$ cat config.mk
export PLATFORM = sky130hd
export DESIGN_NAME = cordic_trig_unit
export DESIGN_NICKNAME = d
export VERILOG_FILES = /design/src/rtl/cordic_pkg.sv /design/src/rtl/cordic_stage.sv /design/src/rtl/cordic_trig_unit.sv
export SDC_FILE = /design/constraint.sdc
export NUM_CORES = 1
export LEC_CHECK = 0
export BUFFER_PORTS_ARGS = -buffer_cell sky130_fd_sc_hd__buf_2
export CAP_MARGIN = 25
export CORE_ASPECT_RATIO = 1.1
export CORE_UTILIZATION = 24
export DETAILED_ROUTE_END_ITERATION = 7
export GPL_TIMING_DRIVEN = 0
export PLACE_DENSITY = 0.36
export SLEW_MARGIN = 10
export SYNTH_ARGS = -nofsm -noshare
export SYNTH_HDL_FRONTEND = slang
export SYNTH_SLANG_ARGS = --single-unit
$ cat constraint.sdc
create_clock -name clk -period 8.15 [get_ports clk]
set_input_delay 1.2225 -clock clk [delete_from_list [all_inputs] [get_ports clk]]
set_output_delay 1.2225 -clock clk [all_outputs]
set_load 0.02 [all_outputs]
$ cat src/rtl/cordic_pkg.sv
// Shared constants, state encoding and constant-narrowing helper for the CORDIC trig unit.
// All angle/value constants are Q2.30; narrower datapaths shift them down arithmetically.
package cordic_pkg;

    typedef enum logic [1:0] {
        ST_IDLE = 2'd0,
        ST_RUN  = 2'd1,
        ST_FIN  = 2'd2
    } cordic_state_e;

    localparam logic [31:0] K_Q30    = 32'h26DD3B6A;
    localparam logic [31:0] PI_Q30   = 32'hC90FDAA2;
    localparam logic [31:0] PI_2_Q30 = 32'h6487ED51;

    // atan(2^-i) in Q2.30, rounded to nearest
    localparam logic [31:0] ATAN_TAB [0:31] = '{
        32'h3243F6A9, 32'h1DAC6705, 32'h0FADBAFD, 32'h07F56EA7,
        32'h03FEAB77, 32'h01FFD55C, 32'h00FFFAAB, 32'h007FFF55,
        32'h003FFFEB, 32'h001FFFFD, 32'h00100000, 32'h00080000,
        32'h00040000, 32'h00020000, 32'h00010000, 32'h00008000,
        32'h00004000, 32'h00002000, 32'h00001000, 32'h00000800,
        32'h00000400, 32'h00000200, 32'h00000100, 32'h00000080,
        32'h00000040, 32'h00000020, 32'h00000010, 32'h00000008,
        32'h00000004, 32'h00000002, 32'h00000001, 32'h00000000
    };

    // Treats a Q2.30 constant as a non-negative 34-bit value and narrows it to Q2.(width-2).
    function automatic logic signed [33:0] narrow34(input logic [31:0] c, input int width);
        logic signed [33:0] wide;
        wide = $signed({2'b00, c});
        return wide >>> (32 - width);
    endfunction

endpackage

$ cat src/rtl/cordic_stage.sv
// One combinational CORDIC micro-rotation in rotation mode.
// Direction follows the sign of the residual angle; zero counts as positive.
module cordic_stage #(
    parameter int WIDTH = 32
) (
    input  logic signed [WIDTH-1:0] x_i,
    input  logic signed [WIDTH-1:0] y_i,
    input  logic signed [WIDTH-1:0] z_i,
    input  logic        [4:0]       shift_i,
    input  logic signed [WIDTH-1:0] atan_i,
    output logic signed [WIDTH-1:0] x_o,
    output logic signed [WIDTH-1:0] y_o,
    output logic signed [WIDTH-1:0] z_o
);

    logic signed [WIDTH-1:0] x_sh;
    logic signed [WIDTH-1:0] y_sh;

    always_comb begin
        x_sh = x_i >>> shift_i;
        y_sh = y_i >>> shift_i;
        if (z_i[WIDTH-1]) begin
            x_o = x_i + y_sh;
            y_o = y_i - x_sh;
            z_o = z_i + atan_i;
        end else begin
            x_o = x_i - y_sh;
            y_o = y_i + x_sh;
            z_o = z_i - atan_i;
        end
    end

endmodule

$ cat src/rtl/cordic_trig_unit.sv
// Iterative CORDIC cos/sin engine behind the clk_en/start/done multi-cycle handshake.
// Angles beyond +/-pi/2 are folded into range and the cosine sign is restored at the end.
import cordic_pkg::*;

module cordic_trig_unit #(
    parameter int WIDTH  = 32,
    parameter int ITERS  = 16,
    parameter int UNROLL = 1
) (
    input  logic                    clk,
    input  logic                    reset,
    input  logic                    clk_en,
    input  logic                    start,
    input  logic                    sel,
    input  logic signed [WIDTH-1:0] theta,
    output logic                    done,
    output logic        [WIDTH-1:0] result,
    output cordic_state_e           state_dbg
);

    // Handshake: with clk_en=1, start is accepted only in IDLE or FIN (sel/theta latched
    // on that edge); done is a single enabled-cycle pulse and result holds until the next one.

    if (ITERS % UNROLL != 0) begin : g_bad_unroll
        $error("cordic_trig_unit: UNROLL must divide ITERS");
    end
    if (WIDTH < 16 || WIDTH > 32 || ITERS < 4 || ITERS > WIDTH - 2) begin : g_bad_size
        $error("cordic_trig_unit: WIDTH or ITERS out of range");
    end

    localparam logic signed [WIDTH+1:0] PI_N   = (WIDTH+2)'(narrow34(PI_Q30, WIDTH));
    localparam logic signed [WIDTH-1:0] PI_2_N = WIDTH'(narrow34(PI_2_Q30, WIDTH));
    localparam logic signed [WIDTH-1:0] K_N    = WIDTH'(narrow34(K_Q30, WIDTH));

    cordic_state_e           state_q, state_d;
    logic signed [WIDTH-1:0] x_q, x_d, y_q, y_d, z_q, z_d;
    logic        [4:0]       i_q, i_d;
    logic                    sel_q, sel_d, neg_q, neg_d;
    logic        [WIDTH-1:0] result_q, result_d;
    logic                    done_q, done_d;

    logic signed [WIDTH+1:0] th_ext;
    logic signed [WIDTH-1:0] z_load;
    logic                    neg_load;
    logic                    do_load;
    logic                    last_step;

    logic signed [WIDTH-1:0] xs [UNROLL+1];
    logic signed [WIDTH-1:0] ys [UNROLL+1];
    logic signed [WIDTH-1:0] zs [UNROLL+1];

    assign xs[0] = x_q;
    assign ys[0] = y_q;
    assign zs[0] = z_q;

    for (genvar k = 0; k < UNROLL; k++) begin : g_stage
        logic        [4:0]       idx;
        logic signed [WIDTH-1:0] atan_w;

        assign idx    = i_q + 5'(k);
        assign atan_w = WIDTH'(narrow34(ATAN_TAB[idx], WIDTH));

        cordic_stage #(.WIDTH(WIDTH)) u_stage (
            .x_i     (xs[k]),
            .y_i     (ys[k]),
            .z_i     (zs[k]),
            .shift_i (idx),
            .atan_i  (atan_w),
            .x_o     (xs[k+1]),
            .y_o     (ys[k+1]),
            .z_o     (zs[k+1])
        );
    end

    // Quadrant fold: the cosine of an angle mirrored about +/-pi/2 changes sign, sine does not
    always_comb begin
        th_ext   = {{2{theta[WIDTH-1]}}, theta};
        z_load   = theta;
        neg_load = 1'b0;
        if (theta > PI_2_N) begin
            z_load   = WIDTH'(PI_N - th_ext);
            neg_load = 1'b1;
        end else if (theta < -PI_2_N) begin
            z_load   = WIDTH'(-PI_N - th_ext);
            neg_load = 1'b1;
        end
    end

    assign do_load   = start && (state_q == ST_IDLE || state_q == ST_FIN);
    assign last_step = (i_q + 5'(UNROLL)) == 5'(ITERS);

    always_comb begin
        state_d  = state_q;
        x_d      = x_q;
        y_d      = y_q;
        z_d      = z_q;
        i_d      = i_q;
        sel_d    = sel_q;
        neg_d    = neg_q;
        result_d = result_q;
        done_d   = 1'b0;
        case (state_q)
            ST_RUN: begin
                x_d = xs[UNROLL];
                y_d = ys[UNROLL];
                z_d = zs[UNROLL];
                i_d = i_q + 5'(UNROLL);
                if (last_step) begin
                    result_d = sel_q ? ys[UNROLL] : (neg_q ? -xs[UNROLL] : xs[UNROLL]);
                    done_d   = 1'b1;
                    state_d  = ST_FIN;
                end
            end
            ST_FIN:  state_d = ST_IDLE;
            default: state_d = ST_IDLE;
        endcase
        if (do_load) begin
            x_d     = K_N;
            y_d     = '0;
            z_d     = z_load;
            i_d     = '0;
            sel_d   = sel;
            neg_d   = neg_load;
            state_d = ST_RUN;
        end
    end

    always_ff @(posedge clk) begin
        if (reset) begin
            state_q  <= ST_IDLE;
            x_q      <= '0;
            y_q      <= '0;
            z_q      <= '0;
            i_q      <= '0;
            sel_q    <= 1'b0;
            neg_q    <= 1'b0;
            result_q <= '0;
            done_q   <= 1'b0;
        end else if (clk_en) begin
            state_q  <= state_d;
            x_q      <= x_d;
            y_q      <= y_d;
            z_q      <= z_d;
            i_q      <= i_d;
            sel_q    <= sel_d;
            neg_q    <= neg_d;
            result_q <= result_d;
            done_q   <= done_d;
        end
    end

    assign done      = done_q;
    assign result    = result_q;
    assign state_dbg = state_q;

endmodule

==> qor.csv <==
stage,metric,value,unit
grt,grt_pass1_vias,20875,
synth,synth_nets,2631,
synth,synthArstFlopShare,0,%
worst_setup_path,cp.depth,23,
worst_setup_path,endpoint,result[18]$_SDFFE_PP0P_,
routing,totalWireLength,114,mm
clock_network,cts_tree,done,
worst_setup_path,end_kind,flip-flop,
worst_setup_path,reg2reg_slack,130,ps
synth,yosysSeqAreaShare,14.4,%
pwr,pwr-share-comb,61.6,%
clock_network,htree_num_levels,4,
clock_network,clk_path_buf_depth,2,
cells_and_area,diodes,0,
place,post-dp-hpwl,93.5,mm
status,status,"finished, final reports clean",
clock_network,clkSinkCount,138,
worst_setup_path,worstPathCellList,buf_2 -> inv_1 -> buf_1 -> nor2_2 -> a2111oi_1 -> buf_2 -> nand2_1 -> nor3_4 -> a21oi_1 -> xnor2_1 -> ha_1 -> a21oi_1 -> nand3b_1 -> nand3b_1 -> a31oi_4 -> xnor2_1 -> or3_2 -> or4_1 -> clkbuf_1 -> o21ai_0 -> xor2_1 -> mux2i_2 -> o21ai_0,
floorplan,core,0.0791,sq mm
grt,antenna_found_initial,1,
cells_and_area,final_cell_mix,"nor2_1 (271), a21oi_1 (218), nand2_1 (202)",
floorplan,rows,108,
timing,period_share,98.4,%
pwr,clkPwrFrac,19.2,%
timing,finalMaxSlewViolations,0,
synth,ys_types,109,
routing,wl_per_cell,31.5,um
worst_setup_path,crit_fanout,10,
synth,synth_enable_flop_cells,0,
timing,fin_tns_setup,0,ps
cells_and_area,fillers,8683,
job,cap_violations,0,
grt,grt_overflow,0,
worst_setup_path,crit_arrival,8380,ps
synth,postSynthCellCount,2477,
worst_setup_path,slowest_stage,buf_1,
worst_setup_path,cp-start-kind,flip-flop,
grt,grt_max_degree,17,
cells_and_area,area_delta_synth_final,14.2,%
pwr,p_switching,2.21,mW
synth,yosysWarnings,0,
worst_setup_path,crit_required,8520,ps
timing,worst_slew_pin_slew,1230,ps
cells_and_area,multi_input_area,0.0157,sq mm
hold_path,worstHoldStart,result[9]$_SDFFE_PP0P_,
timing,skew,24.6,ps
clock_network,clock_latency,510,ps
routing,drc,0,
worst_setup_path,reg2regPathDepth,23,
pwr,swShare,51.7,%
synth,syn-cell-area,0.0192,sq mm
floorplan,dieArea,0.0812,sq mm
cells_and_area,final_common_cell,nor2_1,
synth,synth_seq_cells,138,
routing,vias,21163,
timing,max_slew_margin,17.9,%
routing,ant_nets,0,
grt,grt_pass1_wl,158,mm
cells_and_area,drive_gt1_share,14.9,%
synth,synth_flop_cell,dfxtp_1,
grt,grtUsageTotal,27.5,%
cells_and_area,final_core_util,27.8,%
place,numPortBuffers,55,
pwr,p_leak,8.33,nW
floorplan,die_h,299,um
hold_path,hold_path.class,reg2reg,
timing,layout_min_cycle_time,8020,ps
floorplan,ios,72,
pwr,power_frac_seq,19.2,%
pwr,power,4.28,mW
cells_and_area,final_nets,2724,
pwr,p_int,2.07,mW
worst_setup_path,reg2reg_from,i_q[2]$_SDFFE_PP0P_,
routing,via_per_inst,5.83,
routing,dr_wl_met2,56.3,mm
pwr,power_density,195,mW/mm^2
worst_setup_path,critPathMaxStageDelay,840,ps
routing,route.met3.wl,5.72,mm
worst_setup_path,r2r_end,result[18]$_SDFFE_PP0P_,
timing,fmax,125,MHz
routing,drt-met1-wl,43.8,mm
clock_network,clockRootBuffer,clkbuf_16,
timing,rsz0062_at_grt,false,
routing,drt_iter0_drc,1825,
place,pre_cts_ws,-1160,ps
place,place_congestion,1.03,
cells_and_area,regArea,0.00276,sq mm
clock_network,postCtsHoldBufs,0,
routing,topRoutingLayerUsed,met4,
pwr,ir_drop,0.174,mV
timing,finalSetupViolCount,0,
routing,firstDrtPassIters,5,
worst_setup_path,crit_start,i_q[2]$_SDFFE_PP0P_,
clock_network,path_clk_slew,70,ps
worst_setup_path,worstSetupPathType,reg2reg,
clock_network,cts_buffers,17,
synth,avgSynthCellArea,7.76,sq um
worst_setup_path,worst-path-buf-inv,5,
timing,hold_viol,0,
worst_setup_path,path_delay_family,simple AND/OR/NAND/NOR gates,
floorplan,initial_core_util,24.3,%
floorplan,die_w,272,um
timing,setup_slack,134,ps
through the flow:
| step | hold slack, ps | cell area (sq um) | std cells |
|---|---|---|---|
| 2_1_floorplan | 473 | 19200 | 2477 |
| 3_3_place_gp | 446 | 20800 | 3577 |
| 3_5_place_dp | 449 | 21100 | 3598 |
| 4_1_cts | 461 | 21800 | 3629 |
| 5_1_grt | 478 | 21900 | 3627 |
| 6_report | 459 | 21900 | 3627 |
synthesized netlist by cell type (12+ instances only):
cell      instances  area share (%)
a41oi_1          12            0.55
a21oi_1         222             5.8
inv_1            51             1.0
dfxtp_1         138              14
nor2b_1          30            0.98
xnor2_1         117             5.3
and3_1           18            0.59
a21o_1           49             1.9
nand3_1          58             1.5
nor3_1           51             1.3
xor2_1          102             4.6
buf_1            24            0.47
o21bai_1         12            0.47
or3_1            12            0.39
o22ai_1          28            0.91
ha_1            114             7.4
o211ai_1         35             1.4
clkbuf_1        113             2.2
o21ai_0         120             3.1
nand4_1          15            0.49
mux4_2           84             9.8
o31ai_1          16            0.62
nand2_1         202             3.9
mux2_2           27             1.6
nor2_1          275             5.4
a22oi_1          48             1.9
a31oi_1          37             1.2
nand2b_1         37             1.2
buf_2            21            0.55
mux2i_1          59             3.1
o21a_1           21            0.82
and2_1           22            0.72
a211oi_1         45             1.8
sequential cells by signal, indices dropped and copies added (netlist names):
register   flops
x_q           32
i_q            5
result        32
sel_q          1
state_dbg      2
done           1
y_q           32
neg_q          1
z_q           32
worst min path at each step:
stage	endpoint	slack, ps	cells after the start
6_report	result[9]$_SDFFE_PP0P_	460	2
3_5_place_dp	result[12]$_SDFFE_PP0P_	450	2
5_1_grt	result[11]$_SDFFE_PP0P_	480	2
2_1_floorplan	z_q[12]$_SDFFE_PP0P_	470	2
4_1_cts	result[12]$_SDFFE_PP0P_	460	2
3_3_place_gp	result[11]$_SDFFE_PP0P_	450	2
power groups by stage:
stage	Combinational (mW)	Sequential, mW	Clock (mW)
final	2.63	0.823	0.821
after global routing	2.82	0.823	0.858
after CTS	2.58	0.818	0.841
after detailed placement	2.53	0.832	0
after global placement	2.51	0.834	0
after floorplan	1.73	0.768	0
final cells by class:
class / count / area share [%]
plain buffers: 178 / 4.14
flip-flops and latches: 138 / 12.6
repair buffers: 78 / 2.46
clock inverters: 12 / 0.473
clock buffers: 19 / 2.06
well taps: 1045 / 5.96
multi-input cells: 2104 / 71.4
inverters: 53 / 0.912
per-layer routing:
| metal | GRT usage, % | up-vias |
|---|---|---|
| li1 | - | 9477 |
| met3 | 3.81 | 254 |
| met4 | 17.3 | 0 |
| met1 | 31.1 | 10586 |
| met5 | 0 | - |
| met2 | 48.6 | 846 |
repair_timing:
| item | 4_1_cts | 5_1_grt |
|---|---|---|
| setup endpoints to repair | 22 | 15 |
| hold endpoints to repair | 0 | 0 |
| resized for setup | 55 | 35 |
| buffers inserted | 0 | 2 |
| pin swaps | 1 | 3 |
kinds of logic after synthesis:
kind of cell             count (synthesis)  synth area share (%)
flip-flops                             138                  14.4
XOR/XNOR                               219                  9.98
multiplexers                           170                  14.5
AO/OA/AOI/OAI                          802                  28.1
AND/OR/NAND/NOR                        796                  19.8
buffers and inverters                  235                  5.48
adder cells (fa/ha/maj)                117                  7.73
worst register-to-register path, cell delays in order, from the launching register on:
cell and delay, ps:
dfxtp_2 420, buf_2 280, inv_1 270, buf_1 840
nor2_2 320, a2111oi_1 660, buf_2 270, nand2_1 120
nor3_4 330, a21oi_1 140, xnor2_1 320, ha_1 370
a21oi_1 280, nand3b_1 100, nand3b_1 320, a31oi_4 400
xnor2_1 260, or3_2 550, or4_1 400, clkbuf_1 290
o21ai_0 300, xor2_1 110, mux2i_2 400, o21ai_0 130
(Power assumes the default switching activity.)
